<file path="src/rtl/adder_pkg.sv">
// adder_pkg: shared types and sizing helpers for the serial arithmetic blocks
package adder_pkg;
  typedef enum logic [1:0] {IDLE, RUN, DONE} sub_state_t;
  function automatic int cnt_w(input int bits);
    return $clog2(bits + 1);
  endfunction
endpackage

</file>
<file path="src/rtl/full_adder.sv">
// full_adder: single-bit full adder cell
module full_adder (
  input  logic a,
  input  logic b,
  input  logic c_in,
  output logic sum,
  output logic c_out
);
  assign sum   = a ^ b ^ c_in;
  assign c_out = (a & b) | (c_in & (a ^ b));
endmodule

</file>
<file path="src/rtl/serial_subtractor.sv">
// serial_subtractor: bit-serial a - b - b_in through one full adder, valid/ready on both sides
module serial_subtractor
  import adder_pkg::*;
#(
  parameter int BITS = 4
) (
  input  logic            clk,
  input  logic            rst,
  input  logic            in_valid,
  output logic            in_ready,
  input  logic [BITS-1:0] a,
  input  logic [BITS-1:0] b,
  input  logic            b_in,
  output logic            out_valid,
  input  logic            out_ready,
  output logic [BITS-1:0] diff,
  output logic            borrow,
  output logic            ovf
);
  localparam int CNT_W = cnt_w(BITS);
  localparam logic [CNT_W-1:0] LAST = CNT_W'(BITS - 1);
  sub_state_t state;
  logic [BITS-1:0] a_sh, b_sh, nxt;
  logic [CNT_W-1:0] cnt;
  logic carry, a_msb, b_msb, sum, c_out;
  full_adder u_fa (.a(a_sh[0]), .b(~b_sh[0]), .c_in(carry), .sum(sum), .c_out(c_out));
  // the minuend register doubles as the result accumulator: sums enter at the MSB
  assign nxt       = BITS'({sum, a_sh} >> 1);
  assign in_ready  = state == IDLE;
  assign out_valid = state == DONE;
  always_ff @(posedge clk) begin
    if (rst) begin
      state  <= IDLE;
      cnt    <= '0;
      diff   <= '0;
      borrow <= 1'b0;
      ovf    <= 1'b0;
    end else begin
      case (state)
        IDLE: if (in_valid) begin
          a_sh  <= a;
          b_sh  <= b;
          carry <= ~b_in;
          a_msb <= a[BITS-1];
          b_msb <= b[BITS-1];
          cnt   <= '0;
          state <= RUN;
        end
        RUN: begin
          a_sh  <= nxt;
          b_sh  <= b_sh >> 1;
          carry <= c_out;
          cnt   <= cnt + 1'b1;
          if (cnt == LAST) begin
            state  <= DONE;
            diff   <= nxt;
            borrow <= ~c_out;
            ovf    <= (a_msb != b_msb) && (sum != a_msb);
          end
        end
        DONE: if (out_ready) state <= IDLE;
        default: state <= IDLE;
      endcase
    end
  end
endmodule

</file>
<file path="config.mk">
export PLATFORM = sky130hd
export DESIGN_NAME = serial_subtractor
export DESIGN_NICKNAME = d
export VERILOG_FILES = /design/src/rtl/adder_pkg.sv /design/src/rtl/full_adder.sv /design/src/rtl/serial_subtractor.sv
export SDC_FILE = /design/constraint.sdc
export NUM_CORES = 1
export LEC_CHECK = 0
export ABC_AREA = 1
export CORE_MARGIN = 2
export CORE_UTILIZATION = 48
export CTS_BUF_LIST = sky130_fd_sc_hd__clkbuf_4 sky130_fd_sc_hd__clkbuf_8 sky130_fd_sc_hd__clkbuf_16
export CTS_CLUSTER_DIAMETER = 150
export DETAILED_ROUTE_END_ITERATION = 8
export PLACE_DENSITY = 0.78
export SKIP_CTS_REPAIR_TIMING = 1
export SLEW_MARGIN = 20
export SYNTH_ARGS = -nofsm -noshare
export SYNTH_HDL_FRONTEND = slang
export SYNTH_SLANG_ARGS = --single-unit
</file>
<file path="constraint.sdc">
create_clock -name clk -period 1.5 [get_ports clk]
set_input_delay 0.225 -clock clk [delete_from_list [all_inputs] [get_ports clk]]
set_output_delay 0.225 -clock clk [all_outputs]
set_load 0.02 [all_outputs]
</file>
[Yosys cells after proc, flatten, opt, wreduce, memory -nomap -nowiden]
Index checks and enable logic that the tools add are counted.
Operators by class
  add/sub/neg operators: 1
  multiplexer cells: 12
  reductions and logical operators: 8
  bitwise operators: 9
  equality and inequality tests: 8
Operators by type and width (count)
  one-hot mux 4 bit (2 select lines): 2
  AND reduction 3 bit: 3
  2-to-1 mux 4 bit: 2
  2-to-1 mux 2 bit: 3
  one-hot mux 2 bit (3 select lines): 1
  one-hot mux 3 bit (2 select lines): 1
  inequality test 2 bit, second input constant: 2
  NOT 1 bit: 4
  AND reduction 2 bit: 2
  adder 3 x 1 -> 3 bit, second input constant: 1
  == test 3 x 2 -> 1 bit, second input constant: 1
  2-to-1 mux 3 bit: 1
  AND 1 bit: 2
  == test 2 x 1 -> 1 bit, second input constant: 1
  == test 2 bit, second input constant: 1
  logical NOT 2 bit: 1
  inequality test 1 bit: 2
  inequality test 2 x 1 -> 1 bit, second input constant: 1
  one-hot mux 1 bit (2 select lines): 1
  nonzero test 2 bit: 1
  bitwise XOR 1 bit: 2
  logical AND 1 bit: 1
  2-to-1 mux 1 bit: 1
  bitwise OR 1 bit: 1
Storage, ports and cells
  bits in registers: 22
  bits of input ports: 13
  output and inout port bits: 8
  logic and storage cells: 48

[Logic depth before layout (Yosys ltp)]
  word-level depth: 5
  gate-level depth with buffers: 7
  mapped depth without buffers: 7

[Hierarchy]
Synthesis repeated with hierarchy kept, for this count alone.
Second synthesis, totals
  cell total of the unflattened synthesis: 105
  area, all modules: 937.1 um^2
Modules (own cells, without submodules)
  serial_subtractor: cells each 104, times used 1, seq. area each 550.5 um^2, area each 917.1 um^2
  full_adder: cells each 1, times used 1, seq. area each 0.0 um^2, area each 20.0 um^2

[Worst setup path after synthesis]
Ideal clock, no wire load.
  kind: reg2reg
  start point: reg state[1]
  end point: reg a_sh[0] (enable)
  buffers on the path: 0
  required time: 1.126 ns
  slack: 0.146 ns
  data arrival time: 0.980 ns
  stages on the path, launching flop included: 4
  period minus slack after synthesis: 1.354 ns
  library setup time: 0.374 ns
  path through: dfxtp_1 -> inv_1 -> o21ai_0 -> nor2_1
Between the ends
  cells in the longest elaborated chain, start to end: 3
  elaborated cells on any way between the ends: 5
  classes of those cells: eq/ne: 2; reduce/logical: 3
Ends and longest elaborated chain
  start, declared: line serial_subtractor.sv:22  | sub_state_t state;
  start signal, assigned: line serial_subtractor.sv:33  | state <= IDLE;
  start signal, assigned: line serial_subtractor.sv:47  | state <= RUN;
  start signal, assigned: line serial_subtractor.sv:55  | state <= DONE;
  == test 2 x 1 -> 1 bit / logical NOT 2 bit (equally long branches): line serial_subtractor.sv:39  | case (state)
  nonzero test 2 bit (no line) / inequality test 2 bit (equally long branches)
  AND reduction 3 bit (no line) *
  end signal, assigned: line serial_subtractor.sv:50  | a_sh <= nxt;
  end, declared: line serial_subtractor.sv:23  | logic [BITS-1:0] a_sh, b_sh, nxt;
Every way passes the cells marked *; elsewhere a longest branch is shown, timed or not.
A chain may end at the register's enable or synchronous reset.

[Worst setup path in the final report]
  start point: reg a_sh[0]
  end point: reg ovf
Between the ends
  cells in the longest elaborated chain, start to end: 4
Ends and longest elaborated chain
  bitwise XOR 1 bit (2 in series): line full_adder.sv:9  | assign sum = a ^ b ^ c_in;
  inequality test 1 bit: line serial_subtractor.sv:58  | ovf <= (a_msb != b_msb) && (sum != a_msb);
  logical AND 1 bit: line serial_subtractor.sv:58
  end signal, assigned: line serial_subtractor.sv:58
  end, declared: line serial_subtractor.sv:18  | output logic ovf
Every way passes these cells.

==> key figures <==
Timing
  • Fmax: 699 MHz
  • Final Cycle Share: 95.3%
  • Max-slew violations: 0
  • Slew @ Worst Pin: 480 ps
  • Unrepaired setup endpoints after global routing: false
  • Clk_skew: 6.94 ps
  • Final hold vios: 0
  • Final setup margin: ~70 ps
  • Slew margin rel.: 68.0%
  • # setup viols final: 0
  • Minimum clock period: between 1000 and 1500 ps

Floorplan
  • Ports: 21
  • Initial Util: 50.3%
  • Die width: 48.9 um
  • CORE AREA: 1920 sq um
  • Num rows: 16
  • Height of the die: 48.9 um
  • DIE AREA: 2390 sq um

Place
  • PortBufs: 20
  • Pre-CTS WS: -286 ps
  • Routability cong.: ~0.7
  • Dpl cell area: between 1000 and 1500 sq um
  • HPWL after DPL: 1390 um
  • Inst Count DP: 155

Critical path
  • Worst reg2reg startpoint: a_sh[0]
  • FF-to-FF path depth: 7
  • Largest stage delay on the critical path: 590 ps
  • WP buf/inv: 3
  • Worst-path fanout max: 3
  • Crit path arrival time: approximately 1600 ps
  • CP Cell Sequence: inv_2 > fa_1 > inv_2 > nand3_1 > nand3_1 > nand2_1 > inv_1
  • Critical-path top delay cell: fa_1
  • CP Data Required Time: 1710 ps
  • Worst setup SP type: register
  • Cell class contributing the biggest share of worst-path delay: adder cells
  • R2R Setup Slk: 70 ps
  • CP Class: register to register
  • Worst setup EP type: register
  • FF-to-FF End: ovf

Cells and area
  • Fin nets: 149
  • Non-Filler Instances: 159
  • Area Growth Syn to Fin: 29.3%
  • Final Instance Area: 1250 sq um
  • # diodes: 0
  • Final design utilization: about two thirds
  • Share of layout cells above drive strength 1: 9.09%
  • Fillers: between 150 and 200

Logic synthesis
  • Yosys cell types: 15
  • Top cells by area, synth: edfxtp_1 34%, dfxtp_1 23%, nand2_1 15%, inv_1 5.8%, a21oi_1 5.7%
  • Seq cells post-synth: 22
  • Sequential share of the synthesized area: 57.0%
  • Syn nets: ~120
  • Syn avg cell area: between 8 and 9 sq um
  • Ys Warns: 0
  • Largest area contributor in the netlist: edfxtp_1
  • Top cell type's share of synthesized area: between 30% and 40%
  • Most common cell in the netlist: nand2_1
  • Syn Std Cell Area: 966 sq um
  • EDFF count, synth: 11
  • Ys async rst share: 0%
  • Synth top cells by count: 39 x nand2_1, 15 x inv_1, 11 x a21oi_1, 11 x dfxtp_1, 11 x edfxtp_1
  • Gate Count Post-Synth: 108
  • Most common flop cell mapped by yosys: edfxtp_1

CTS
  • H-tree Lvls: 1
  • Total CTS buffers: 3
  • CTS tree: built
  • Clock latency on the worst-skew pair: 310 ps
  • Clk sinks: 22
  • CTS root buf: clkbuf_4
  • Clock tree buffer depth: 2
  • Worst-path clk slew: roughly 120 ps

Power
  • Worst vdd ir: between 600 and 700 uV
  • Cell Pwr Density: 893 nW/um^2
  • Lkg Pwr: 0.654 nW

Drt
  • Post-DR vias/cell: about 4.6
  • DR pass1 iterations: 4
  • Initial DRC Count: 17
  • DR WL/cell: between 10 and 15 um
  • Antenna viol nets, final: 0
  • # DRC: 0
  • Drt total wl: 1820 um
  • Vias: 730

Min path
  • HP Class: register to register
  • Worst Hold Endpoint: borrow
  • Worst hold stages: 2
  • Hold Startpoint: borrow

GRT
  • First-pass GRT wire length: 3160 um
  • Largest net degree at the start of global routing: 13
  • Vias in the first global route: 761
  • Initial antenna violation count: 0
  • Overflow left after global routing: 0
  • Total track usage: 17.8%

Outcome
  • Outcome: finished clean

Run
  • Max-cap violations: 0
## power breakdown
group / total, mW / internal (mW) / switching [mW]
clock: 0.294 / 0.122 / 0.172
sequential: 0.678 / 0.665 / 0.0127
combinational: 0.143 / 0.0663 / 0.0770
## cell families (layout without fill, tap and decap cells)
kind of cell / after synthesis / after routing / synth area share, %
simple gates: 51 / 51 / 22.5
flops: 22 / 22 / 57.0
buf+inv: 18 / 42 / 8.55
compound gates: 14 / 14 / 7.25
fa+ha+maj: 3 / 3 / 4.66
## final cells by class
cell class                 count  area, sq um  area share (%)
tap                           27         33.8            2.71
multi-input combinational     68          335            26.9
sequential                    22          551            44.1
timing repair buffer          23          243            19.4
clock buffer                   4         30.0            2.40
inverter                      15         56.3            4.51
## through the flow
stage	TNS [ps]	hold slack, ps	total power [mW]
after floorplan	0	294	0.775
after global placement	-1950	449	0.829
after detailed placement	-2570	455	0.833
after CTS	-689	472	1.12
after global routing	0	498	1.17
final	0	470	1.12
## tightest hold or removal path: cells and delay by family (launching register included)
kind             cells  cell delay (ps)
AO/OA/AOI/OAI        1               50
AND/OR/NAND/NOR      1               60
flip-flops           1              320
## sequential cells by signal, indices dropped and copies added (netlist names)
register / count
state: 2
cnt: 3
diff: 4
a_msb: 1
a_sh: 4
b_sh: 4
carry: 1
b_msb: 1
ovf: 1
borrow: 1
## worst max-delay path by stage
stage	from	to	slack, ps	cells past startpoint
floorplan	state[1]	a_sh[0]	150	3
global placement	in_valid	b_sh[1]	-220	3
detailed placement	in_valid	b_sh[1]	-290	3
CTS	state[1]	out_valid	-230	3
global route	a_sh[0]	ovf	8	7
finish	a_sh[0]	ovf	70	7
## cells in the final DEF, fill, tap and decap left out
cell type and instances:
nand2_1 39, inv_1 13, clkdlybuf4s50_1 12, a21oi_1 11, edfxtp_1 11, dfxtp_1 11
dlymetal6s2s_1 8, nor2_1 4, nand3_1 4, clkbuf_4 4, o21ai_0 3, buf_4 3
inv_2 2, ha_1 2, nand2_2 1, nor2_2 1, or2_1 1, nor2_8 1
fa_1 1
## per-layer routing
metal	GRT usage (%)	share of wire [%]	vias up
met3	3.68	3.9	4
li1	-	-	387
met1	19.7	42	325
met2	31.5	52	14
met4	10.0	2.1	0
met5	0	0	-
No activity file was read; power rests on OpenSTA's default activity.
